$ cat config.mk
export PLATFORM = sky130hd
export DESIGN_NAME = fifo_drain_sched
export DESIGN_NICKNAME = d
export VERILOG_FILES = /design/src/rtl/fifo_drain_sched.sv
export SDC_FILE = /design/constraint.sdc
export NUM_CORES = 1
export LEC_CHECK = 0
export BUFFER_PORTS_ARGS = -buffer_cell sky130_fd_sc_hd__buf_2
export CORE_MARGIN = 10
export CORE_UTILIZATION = 26
export CTS_BUF_LIST = sky130_fd_sc_hd__clkbuf_8 sky130_fd_sc_hd__clkbuf_16
export DETAILED_ROUTE_END_ITERATION = 6
export HOLD_SLACK_MARGIN = 0.1
export SYNTH_ARGS = -nofsm -noshare
export SYNTH_HDL_FRONTEND = slang
export SYNTH_SLANG_ARGS = --single-unit
export TNS_END_PERCENT = 20
$ cat constraint.sdc
create_clock -name clk -period 2.1 [get_ports clk]
set_input_delay 0.105 -clock clk [delete_from_list [all_inputs] [get_ports clk]]
set_output_delay 0.105 -clock clk [all_outputs]
set_load 0.02 [all_outputs]
$ cat src/rtl/fifo_drain_sched.sv
// Round-robin read scheduler. It drains a bank of synchronous FIFOs into one
// valid/ready stream and tags each word with the channel it came from.
// Each grant moves up to BURST_MAX words. Every word takes three cycles:
// RD strobes the FIFO, CAP captures the registered FIFO output, and OUT
// holds the word until the downstream handshake.
module fifo_drain_sched #(
    parameter int unsigned NUM_CH     = 4,
    parameter int unsigned CH_W       = 2,
    parameter int unsigned DATA_WIDTH = 8,
    parameter int unsigned BURST_MAX  = 4
) (
    input  logic                         clk,
    input  logic                         rst,
    input  logic [NUM_CH-1:0]            ch_en,
    input  logic [NUM_CH-1:0]            fifo_empty,
    output logic [NUM_CH-1:0]            fifo_rd_en,
    input  logic [NUM_CH*DATA_WIDTH-1:0] fifo_rd_data,
    output logic [DATA_WIDTH-1:0]        out_data,
    output logic [CH_W-1:0]              out_ch,
    output logic                         out_valid,
    input  logic                         out_ready,
    output logic                         busy
);

    typedef enum logic [1:0] {StIdle, StRd, StCap, StOut} state_t;

    state_t                state_q, state_d;
    logic [CH_W-1:0]       grant_q, grant_d;
    logic [CH_W-1:0]       last_q, last_d;
    logic [7:0]            burst_q, burst_d;
    logic [DATA_WIDTH-1:0] data_q, data_d;
    logic [CH_W-1:0]       och_q, och_d;
    logic                  valid_q, valid_d;

    logic [NUM_CH-1:0]     eligible;
    logic                  grant_ok;
    logic                  rr_found;
    logic [CH_W-1:0]       rr_ch;
    logic [DATA_WIDTH-1:0] rd_word;
    logic [8:0]            burst_inc;

    assign eligible  = ch_en & ~fifo_empty;
    assign grant_ok  = eligible[grant_q];
    assign burst_inc = {1'b0, burst_q} + 9'd1;
    assign rd_word   = DATA_WIDTH'(fifo_rd_data >> (32'(grant_q) * DATA_WIDTH));

    // Search from last_ch+1 upward. The index wraps at NUM_CH and not at 2^CH_W.
    always_comb begin
        int unsigned       idx;
        logic [NUM_CH-1:0] shifted;
        rr_found = 1'b0;
        rr_ch    = '0;
        idx      = 0;
        shifted  = '0;
        for (int unsigned off = 1; off <= NUM_CH; off++) begin
            idx     = (32'(last_q) + off) % NUM_CH;
            shifted = eligible >> idx;
            if (!rr_found && shifted[0]) begin
                rr_found = 1'b1;
                rr_ch    = CH_W'(idx);
            end
        end
    end

    // Strobe the granted FIFO only while it still has data and is enabled.
    always_comb begin
        fifo_rd_en = '0;
        if (state_q == StRd && grant_ok) begin
            fifo_rd_en = NUM_CH'(1) << grant_q;
        end
    end

    // Next-state logic for the grant, burst count and output registers.
    always_comb begin
        state_d = state_q;
        grant_d = grant_q;
        last_d  = last_q;
        burst_d = burst_q;
        data_d  = data_q;
        och_d   = och_q;
        valid_d = valid_q;
        unique case (state_q)
            StIdle: begin
                if (rr_found) begin
                    grant_d = rr_ch;
                    burst_d = '0;
                    state_d = StRd;
                end
            end
            StRd: begin
                if (grant_ok) begin
                    state_d = StCap;
                end else begin
                    last_d  = grant_q;
                    state_d = StIdle;
                end
            end
            StCap: begin
                data_d  = rd_word;
                och_d   = grant_q;
                valid_d = 1'b1;
                state_d = StOut;
            end
            StOut: begin
                if (out_ready) begin
                    valid_d = 1'b0;
                    burst_d = burst_inc[7:0];
                    if (32'(burst_inc) < BURST_MAX && grant_ok) begin
                        state_d = StRd;
                    end else begin
                        last_d  = grant_q;
                        state_d = StIdle;
                    end
                end
            end
            default: state_d = StIdle;
        endcase
    end

    // State registers with synchronous reset. Reset discards any captured word.
    always_ff @(posedge clk) begin
        if (rst) begin
            state_q <= StIdle;
            grant_q <= '0;
            last_q  <= CH_W'(NUM_CH - 1);
            burst_q <= '0;
            data_q  <= '0;
            och_q   <= '0;
            valid_q <= 1'b0;
        end else begin
            state_q <= state_d;
            grant_q <= grant_d;
            last_q  <= last_d;
            burst_q <= burst_d;
            data_q  <= data_d;
            och_q   <= och_d;
            valid_q <= valid_d;
        end
    end

    assign out_data  = data_q;
    assign out_ch    = och_q;
    assign out_valid = valid_q;
    assign busy      = (state_q != StIdle);

endmodule

==> results of run 1 <==
critical path, cell delays in order (launching register included):
cell and delay (ns):
dfxtp_1 0.36, mux4_2 0.57, nor3_4 0.25, nor3b_1 0.22, buf_2 0.19
metrics by stage:
| step | setup slack, ns | instance area (sq um) | hold slack [ns] | utilization, % | power (uW) |
|---|---|---|---|---|---|
| 2_1_floorplan | 0.2215 | 1556 | 0.2747 | - | 720.1 |
| 3_3_place_gp | 0.3633 | 1898 | 0.4405 | 32.44 | 799.5 |
| 3_5_place_dp | 0.3163 | 1898 | 0.4444 | 32.44 | 803.0 |
| 4_1_cts | 0.04303 | 1943 | 0.1543 | 33.21 | 1087 |
| 5_1_grt | 0.04085 | 1949 | 0.1908 | 33.32 | 1132 |
| 6_report | 0.1390 | 1949 | 0.1666 | 33.32 | 1074 |
logic make-up (layout without fill, tap and decap cells):
family                     Yosys count  in the layout  synth area share [%]
xor gates and xnor gates             2              2                 1.126
adders and majority gates            1              1                0.8037
buffers and inverters               17             68                 4.903
DFF                                 25             25                 32.15
AOI/OAI and AO/OA                   41             41                 17.12
and+or+nand+nor                     81             81                 27.01
muxes                               13             13                 16.88
layer usage:
layer,global-route usage [%],vias up,share of wire (%)
met2,12.98,38,46
met3,3.343,4,7.4
met5,0,-,0
met4,2.013,0,0.67
met1,9.722,688,46
li1,-,753,-
path summary, 6_finish.rpt:
kind                            slack, ns                       end  cells past startpoint                startpoint
worst max-delay path                 0.14             fifo_rd_en[0]                      4   grant_q[0]$_SDFFE_PP0P_
worst min-delay path                 0.17   burst_q[1]$_SDFFE_PP0P_                      3                 out_ready
worst max register to register       0.30   state_q[0]$_SDFFE_PP0P_                      6   burst_q[0]$_SDFFE_PP0P_
worst min register to register       0.46  out_data[4]$_SDFFE_PP0P_                      2  out_data[4]$_SDFFE_PP0P_
power by group:
group	switching (uW)	total (uW)	internal (uW)
Sequential	24.3	520	496
Clock	152	283	131
Combinational	138	271	133
Total	314	1070	760
flip-flops by register name (all words and copies together) (netlist names), named ones only:
register,count
out_ch,2
state_q,1
grant_q,2
out_valid,1
out_data,8
burst_q,8
last_q,2
what timing repair did:
action / 4_1_cts / 5_1_grt
hold endpoints to repair: 0 / 0
gates resized for setup: 0 / 1
endpoints found under the setup margin: 0 / 4
setup buffers: 0 / 0
area by class of cell:
type | count | area, sq um | share of cell area (%)
Inverter | 3 | 11.26 | 0.5777
Clock inverter | 1 | 3.754 | 0.1926
Multi-Input combinational cell | 138 | 985.9 | 50.58
Tap cell | 75 | 93.84 | 4.814
Timing Repair Buffer | 61 | 312.8 | 16.05
Clock buffer | 3 | 41.29 | 2.118
Sequential cell | 25 | 500.5 | 25.67
synth_stat cells, types with 2 or more instances:
cell type  instances
or3_1              2
a211oi_2           3
nor3_1             3
buf_2              4
nor3b_1            2
inv_1              3
nand2b_4           3
and4_1             2
mux4_2             4
mux4_1             5
a21oi_1           23
nor2_1            17
nand2_1           30
xnor2_1            2
nor2b_1            5
clkbuf_1           8
nand2b_1           2
dfxtp_1           25
nand3_1            7
o211ai_1           3
nand4_1            2
mux2i_1            3
==> results.md, run 1 <==
* Initial antenna violation count at 0
* Worst-path clk slew at roughly 0.09 ns
* Layout cell share with drive strength beyond 1 at between 30% and 40%
* Commonest non-fill, non-tap cell in the layout: buf_2
* Placed Instances at 302
* Area growth from synthesis to layout at 25.24%
* Post-Syn Area per Cell at 8.647 sq um
* Remaining antenna violation count at 0
* Power per cell area at ~550 mW/mm^2
* Crit Path Max Fanout at 6
* CTS Sinks at 25
* DRT iter0 DRCs at between 100 and 150
* Die area at between 0.009 and 0.01 sq mm
* Slew Limit Fails at 0
* I/O Pins at between 50 and 60
* Pleak at 0.0008002 uW
* Row cnt at 28
* FILL cells at 619
* Post-CTS Hold Buffers at 0
* Synth unique cells at between 40 and 50
* RSZ-0062 raised after global routing: no
* Max Cap Viol at 0
* Nature of the critical path endpoint: primary output
* Top_reg_cell synth: dfxtp_1
* Antenna cells at 0
* Worst Tran Pin Value at approximately 0.51 ns
* Routed WL at roughly 4000 um
* Slew Limit Headroom at approximately two thirds
* Setup violators final at 0
* Final Hold Vio Count at 0
* Setup TNS at 0 ns
* Fmax achieved at a little over 0.5 GHz
* Worst skew pair latency at 0.27 ns
* Max Buffers Root-to-Sink at 2
* I/O Buffers at between 50 and 60
* Vias at approximately 1500
* DRC viols at 0
* EDFF count, synth at 0
* VDD IR max at between 0.0003 and 0.0004 V
* H-tree depth at 1
* Worst Path Arrival at approximately 1.9 ns
* GP Congestion at about 0.79
* Fin cells at ~310
* Worst min-delay path class: primary input to register
* DR pass1 iterations at 5
* CTS buffer count at 3
* Dpl hpwl at 3170 um
* CTS tree: yes
* Global-route wire length before repair at between 6000 and 7000 um
* Critical Path Start Type: register
* Core area at 0.005851 sq mm
* Cell Area, Synth at around 0.0016 sq mm
* Wirelength per Cell at ~13 um
* Final period util at 93.38%
* DIE WIDTH at 97.37 um
* Seq/Total Area, Yosys at between 30% and 40%
* Crit path required time at about 2 ns
* Syn nets at 224
* YS warnings at 0
* Vias/cell at roughly 4.8
* Most frequent cells in the layout: buf_2, nand2_1, dfxtp_1
* Synthesized flop and latch total at 25
* Largest cells by area after synthesis: dfxtp_1, mux4_1, a21oi_1
* Final #Nets at around 280
* GRT overflow at 0
* Top-area cell type share of the netlist area at between 30 and 40%
* Die height at 97.37 um
* Cell taking the most area after synthesis: dfxtp_1
* Syn Inst Count at 180
* Largest net degree at the start of global routing at 28
* Synth async-reset ratio at 0%
* Vias in the first global route at roughly 1500
* Root buffer cell: clkbuf_8
* Critical Setup Path Class: register to primary output
* Clk_skew at roughly 0.012 ns
* Total GRT Usage at under 10%
* Status: completed
* Initial Utilization at between 20% and 30%
* Minimum clock period at 1.961 ns
No activity file was read; power rests on OpenSTA's default activity.
==> inputs of run 2 (changes only) <==
ABC_AREA = 1   (was unset)
CORE_UTILIZATION = 50   (was 26)
PLACE_DENSITY = 0.8   (was unset)
==> results.md, run 2 <==
* Post-CTS Setup Inserts at 0 (unchanged)
* GRT overflow at 0 (unchanged)
* Routed WL at 4955 um (+23%)
* DR pass1 iterations at 4 (-1)
* Crit path required time at 2.00 ns (about the same)
* Critical Path Start Type: register
* Vias in the first global route at 1948 (+33%)
* Wirelength per Cell at 13.39 um (+1.5%)
* FILL cells at 351 (-43%)
* Adder-cell share of the synthesized area at 0.7299% (-0.074 points)
* Final Hold Vio Count at 0 (unchanged)
* Vias/cell at 5.384 (+11%)
* CTS buffer count at 3 (unchanged)
* Seq/Total Area, Yosys at 29.20% (-3.0 points)
* Dpl hpwl at 3845 um (+21%)
* Power per cell area at 1265 mW/mm^2 (+130%)
* GP Congestion at 0.8852 (+12%)
* Commonest non-fill, non-tap cell in the layout: nand2_1
* Slew Limit Fails at 0 (unchanged)
* Worst-path clk slew at 0.10 ns (about the same)
* Cell taking the most area after synthesis: dfxtp_1
* CP Buf/Inv Count at 2 (+1)
* Final period util at 88.79% (-4.6 points)
* Final hold slack at 0.09960 ns (-0.06703 ns)
* CTS tree: yes
* Minimum clock period at 1.865 ns (-0.09640 ns)
* Antenna cells at 0 (unchanged)
* Top-area cell type share of the netlist area at 29.20% (-3.0 points)
* Max Buffers Root-to-Sink at 2 (unchanged)
* Final worst slack at 0.2354 ns (+0.09640 ns)
* Compound-Gate Fraction of Synth Area at 19.93% (+2.8 points)
* Largest cells by area after synthesis: dfxtp_1, nand2_1, nand3_1
* Worst min-delay path class: primary input to register
* Area growth from synthesis to layout at 22.55%
* DRT iter0 DRCs at 110 (-13%)
* Die area at 0.006170 sq mm (-35%)
* Slew Limit Headroom at 58.50% (-7.2 points)
* Crit path max-delay family: simple AND/OR/NAND/NOR gates
* RSZ-0062 raised after global routing: no
* I/O Pins at 59 (unchanged)
* Setup TNS at 0 ns (unchanged)
* Total GRT Usage at 16.05% (+8.0 points)
* Final #Nets at 369 (+34%)
* DRC viols at 0 (unchanged)
* Critical-path top delay cell: dfxtp_2
* Post-Syn Area per Cell at 6.444 sq um (-25%)
* YS warnings at 0 (unchanged)
* Die height at 78.55 um (-19%)
* Remaining antenna violation count at 0 (unchanged)
* Row cnt at 21 (-25%)
* Initial antenna violation count at 0 (unchanged)
* VDD IR max at 0.0006486 V (+95%)
* Core area at 0.003337 sq mm (-43%)
* CTS Sinks at 25 (unchanged)
* Crit Path Max Fanout at 9 (+3)
* Syn nets at 310 (+38%)
* Global-route wire length before repair at 8528 um (+25%)
* I/O Buffers at 58 (unchanged)
* Fin area at 0.002101 sq mm (+7.8%)
* Most frequent cells in the layout: nand2_1, buf_2, nor2_1
* Total Power at 2657 uW (+150%)
* Main combinational cell family by area after synthesis: simple AND/OR/NAND/NOR gates
* Top_reg_cell synth: dfxtp_1
* Synthesized flop and latch total at 25 (unchanged)
* Setup violators final at 0 (unchanged)
* Largest stage delay, worst path at 0.37 ns (-0.20 ns)
* Cell Area, Synth at 0.001714 sq mm (+10%)
* Root buffer cell: clkbuf_8
* Nature of the critical path endpoint: primary output
* Most frequent cell after synthesis: nand2_1
* Area post-placement at 0.002023 sq mm (+6.6%)
* H-tree depth at 1 (unchanged)
* EDFF count, synth at 0 (unchanged)
* Worst Path Arrival at 1.76 ns (-0.10 ns)
* Critical-path cell list: nand2_1, inv_2, nand2_1, nand2_1, nor2_1, nand3_2, nor3_1, buf_2
* Simple-gate portion of the synthesized area at 38.76% (+12 points)
* Layout cell share with drive strength beyond 1 at 27.78% (-6.0 points)
* Multiplexer share of the synthesized area at 0% (-17 points)
* Pleak at 0.001035 uW (+29%)
* Synth Area in XOR/XNOR at 0.5109% (-0.61 points)
* Initial Utilization at 51.37% (+25 points)
* Syn Inst Count at 266 (+48%)
* Synth unique cells at 24 (-45%)
* Clk_skew at 0.006987 ns (-0.004947 ns)
* CP dominant cell by count: nand2_1
* Worst Tran Pin Value at 0.6217 ns (+0.1070 ns)
* Critical Setup Path Class: register to primary output
* Fmax achieved at 0.5363 GHz (+5.2%)
* Worst skew pair latency at 0.28 ns (about the same)
* Status: completed
* Worst slack, placed at 0.2167 ns (-0.09954 ns)
* Synth cell count leaders: nand2_1, nor2_1, nand3_1
* Synth async-reset ratio at 0% (unchanged)
* Vias at 1992 (+34%)
* DIE WIDTH at 78.55 um (-19%)
* Max Cap Viol at 0 (unchanged)
* Largest net degree at the start of global routing at 24 (-14%)
[run 2: what timing repair did]
action,CTS,global route
hold buffers,2,0
endpoints found under the hold margin,3,0
endpoints found under the setup margin,0,8
gates resized for setup,0,4
[run 2: cell type report]
cell class | instances | area [sq um] | share of cell area (%)
Sequential cell | 25 | 504.2 | 24.00
Tap cell | 46 | 57.56 | 2.740
Inverter | 30 | 125.1 | 5.956
Multi-Input combinational cell | 202 | 1032 | 49.14
Clock inverter | 1 | 7.507 | 0.3574
Clock buffer | 3 | 41.29 | 1.965
Timing Repair Buffer | 63 | 332.8 | 15.84
[run 2: logic make-up after synthesis]
| group | Yosys count |
|---|---|
| and+or+nand+nor | 144 |
| xor gates and xnor gates | 1 |
| DFF | 25 |
| buffers and inverters | 39 |
| adders and majority gates | 1 |
| AOI/OAI and AO/OA | 56 |
[run 2: stage by stage]
step,util (%),instances
finish,62.95,370
global route,62.95,370
CTS,62.69,370
detailed placement,60.63,364
global placement,60.63,364
floorplan,-,266
[run 2: final timing paths]
check / from / to / slack, ns / cells past startpoint
min: fifo_rd_data[17] / out_data[1]$_SDFFE_PP0P_ / 0.1 / 3
min reg2reg: out_valid$_SDFFE_PP0P_ / out_valid$_SDFFE_PP0P_ / 0.49 / 2
max: grant_q[1]$_SDFFE_PP0P_ / fifo_rd_en[1] / 0.24 / 8
max reg2reg: burst_q[0]$_SDFFE_PP0P_ / last_q[0]$_SDFFE_PP1P_ / 0.30 / 10
[run 2: report_power, final]
group	internal [uW]	total, uW	leakage (uW)	switching (uW)
sequential	622	781	0.000205	159
clock	135	306	0.0000217	170
combinational	563	1570	0.000808	1010
total	1320	2660	0.00103	1340
[run 2: worst register-to-register path: stages, from the launching register on]
cell and delay (ns):
dfxtp_1 0.42, ha_1 0.24, nand2_1 0.07, nor2_1 0.20, inv_1 0.06, nand2_1 0.08
nand3_1 0.08, nor2_1 0.12, nand3_1 0.16, nand4_1 0.13, nand3_1 0.10
[run 2: per-layer routing]
metal	GRT usage (%)	share of wire (%)	vias to the layer above
li1	-	-	1010
met4	3.405	0.95	0
met1	19.51	44	912
met3	7.175	8.6	7
met2	25.49	46	63
met5	0	0	-
==> inputs of run 3 (changes only) <==
--- a/config.mk
+++ b/config.mk
@@ -7,6 +7,6 @@
 export LEC_CHECK = 0
-export ABC_AREA = 1
+export ABC_AREA = 0
 export BUFFER_PORTS_ARGS = -buffer_cell sky130_fd_sc_hd__buf_2
 export CORE_MARGIN = 10
-export CORE_UTILIZATION = 50
+export CORE_UTILIZATION = 49
 export CTS_BUF_LIST = sky130_fd_sc_hd__clkbuf_8 sky130_fd_sc_hd__clkbuf_16
--- a/constraint.sdc
+++ b/constraint.sdc
@@ -3,2 +3,2 @@
 set_output_delay 0.105 -clock clk [all_outputs]
-set_load 0.02 [all_outputs]
+set_load 0.005 [all_outputs]
==> results.md, run 3 (same netlist as run 1, synthesis figures left out) <==
* Antenna cells at 0 (unchanged)
* Status: completed
* Slew Limit Headroom at 66.50% (+8.0 points)
* Hold path startpoint: out_ready
* Setup violators final at 0 (unchanged)
* DRT iter0 DRCs at 129 (+17%)
* I/O Pins at 59 (unchanged)
* Vias in the first global route at 1450 (-26%)
* DRC viols at 0 (unchanged)
* Pleak at 0.0008005 uW (-23%)
* Nature of the critical path endpoint: primary output
* H-tree depth at 1 (unchanged)
* Final Hold Vio Count at 0 (unchanged)
* Critical Setup Path Class: register to primary output
* Reg2reg end: last_q[1]$_SDFFE_PP1P_
* R2R Path Start: burst_q[0]$_SDFFE_PP0P_
* Critical Path Start Type: register
* DR pass1 iterations at 4 (unchanged)
* Switching pwr at 300.3 uW (-78%)
* Final worst slack at 0.1381 ns (-0.09736 ns)
* Most frequent cells in the layout: buf_2, nand2_1, dfxtp_1
* Hold path endpoint: burst_q[1]$_SDFFE_PP0P_
* Wirelength per Cell at 14.97 um (+12%)
* Hold path depth at 3 (unchanged)
* Largest net degree at the start of global routing at 28 (+17%)
* Crit path required time at 2.00 ns (about the same)
* DIE WIDTH at 76.36 um (-2.8%)
* P_int at 759.3 uW (-42%)
* RSZ-0062 raised after global routing: no
* Max Cap Viol at 0 (unchanged)
* GP Congestion at 0.7781 (-12%)
* Fmax achieved at 0.5097 GHz (-5.0%)
* Final period util at 93.43% (+4.6 points)
* Worst slack, placed at 0.2800 ns (+0.06324 ns)
* Minimum clock period at 1.962 ns (+0.09736 ns)
* GRT overflow at 0 (unchanged)
* Slew Limit Fails at 0 (unchanged)
* Clock share of power at 26.8% (+15 points)
* Root buffer cell: clkbuf_8
* I/O Buffers at 58 (unchanged)
* CTS buffer count at 3 (unchanged)
* Worst-path clk slew at 0.09 ns (about the same)
* Clk_skew at 0.003549 ns (-0.003438 ns)
* Vias at 1481 (-26%)
* Routed WL at 4118 um (-17%)
* Comb pwr share at 24.2% (-35 points)
* VDD IR max at 0.0004370 V (-33%)
* Global-route wire length before repair at 6768 um (-21%)
* Layout cell share with drive strength beyond 1 at 33.77% (+6.0 points)
* Area growth from synthesis to layout at 22.35%
* Final #Nets at 276 (-25%)
* Post-CTS Setup Inserts at 0 (unchanged)
* Total GRT Usage at 13.84% (-2.2 points)
* Vias/cell at 5.385 (about the same)
* Core area at 0.003053 sq mm (-8.5%)
* Switching Fraction at 28.34% (-22 points)
* Worst Tran Pin Value at 0.5026 ns (-0.1192 ns)
* Die height at 76.36 um (-2.8%)
* Initial antenna violation count at 0 (unchanged)
* Commonest non-fill, non-tap cell in the layout: buf_2
* Final Util at 62.38% (-0.58 points)
* Initial Utilization at 50.98% (-0.38 points)
* CTS tree: yes
* Resized cells post-CTS at 0 (unchanged)
* Max Buffers Root-to-Sink at 2 (unchanged)
* Worst Path Arrival at 1.86 ns (+0.10 ns)
* CTS Sinks at 25 (unchanged)
* Seq pwr share at 49.0% (+20 points)
* Worst Reg2Reg Path Length in Cells at 6 (-4)
* Die area at 0.005831 sq mm (-5.5%)
* Remaining antenna violation count at 0 (unchanged)
* Worst reg-to-reg setup slack at 0.28 ns (-0.02 ns)
* Row cnt at 20 (-4.8%)
* Power per cell area at 556.4 mW/mm^2 (-56%)
* Worst skew pair latency at 0.27 ns (about the same)
* Post-CTS Hold Buffers at 0 (-2)
* Setup TNS at 0 ns (unchanged)
* Worst min-delay path class: primary input to register
* Dpl hpwl at 3296 um (-14%)
* Crit Path Max Fanout at 6 (-3)
run 3: cell types whose count changed in the layout (fill, tap and decap cells not counted), moves of 6 or more:
cell | previous run | this run
nand3_2 | 6 | 0
a21oi_1 | 16 | 23
nand2_2 | 7 | 0
nor2_1 | 32 | 17
o21ai_0 | 15 | 1
a31oi_1 | 8 | 0
a22oi_1 | 16 | 1
nand3_1 | 28 | 7
nand2_1 | 59 | 30
inv_1 | 26 | 4
run 3: power groups by stage:
| stage | logic (uW) | clock network [uW] | registers, uW |
|---|---|---|---|
| floorplan | 187 | 0 | 519 |
| global placement | 251 | 0 | 530 |
| detailed placement | 259 | 0 | 529 |
| CTS | 259 | 287 | 519 |
| global route | 283 | 309 | 524 |
| finish | 256 | 284 | 519 |
run 3: critical path: stages, from the launching register on:
cell and delay (ns):
dfxtp_1 0.36, mux4_2 0.55, nor3_2 0.31, nor3b_1 0.22, buf_2 0.14
run 3: through the flow:
stage | total power, uW | area (sq um) | instances | hold WS [ns]
after floorplan | 705.8 | 1556 | 180 | 0.2747
after global placement | 781.0 | 1859 | 271 | 0.4397
after detailed placement | 788.0 | 1859 | 271 | 0.4449
after CTS | 1065 | 1904 | 275 | 0.1680
after global routing | 1116 | 1904 | 275 | 0.1893
final | 1060 | 1904 | 275 | 0.1669
run 3: worst max-delay path by stage:
| stage | start | end | cells past startpoint |
|---|---|---|---|
| 2_1_floorplan | burst_q[0]$_SDFFE_PP0P_ | last_q[0]$_SDFFE_PP1P_ | 6 |
| 5_1_grt | grant_q[0]$_SDFFE_PP0P_ | fifo_rd_en[0] | 4 |
| 6_report | grant_q[0]$_SDFFE_PP0P_ | fifo_rd_en[0] | 4 |
| 3_3_place_gp | burst_q[0]$_SDFFE_PP0P_ | last_q[0]$_SDFFE_PP1P_ | 6 |
| 3_5_place_dp | burst_q[0]$_SDFFE_PP0P_ | last_q[1]$_SDFFE_PP1P_ | 6 |
| 4_1_cts | grant_q[0]$_SDFFE_PP0P_ | fifo_rd_en[0] | 4 |
run 3: layer usage:
| layer | wire [um] | global-route usage [%] | vias to the layer above | share of wire, % |
|---|---|---|---|---|
| met4 | 89 | 5.204 | 0 | 2.2 |
| met3 | 214 | 4.009 | 9 | 5.2 |
| met1 | 1670 | 15.53 | 685 | 41 |
| met2 | 2143 | 24.06 | 38 | 52 |
| met5 | 0 | 0 | - | 0 |
| li1 | - | - | 749 | - |
run 3: layout make-up:
cell class / instances / area [sq um]
clock inverters: 1 / 3.754
inverters: 3 / 11.26
well taps: 44 / 55.05
fillers: 273 / 1149
multi-input cells: 138 / 979.7
clock buffers: 3 / 41.29
repair buffers: 61 / 312.8
flip-flops and latches: 25 / 500.5
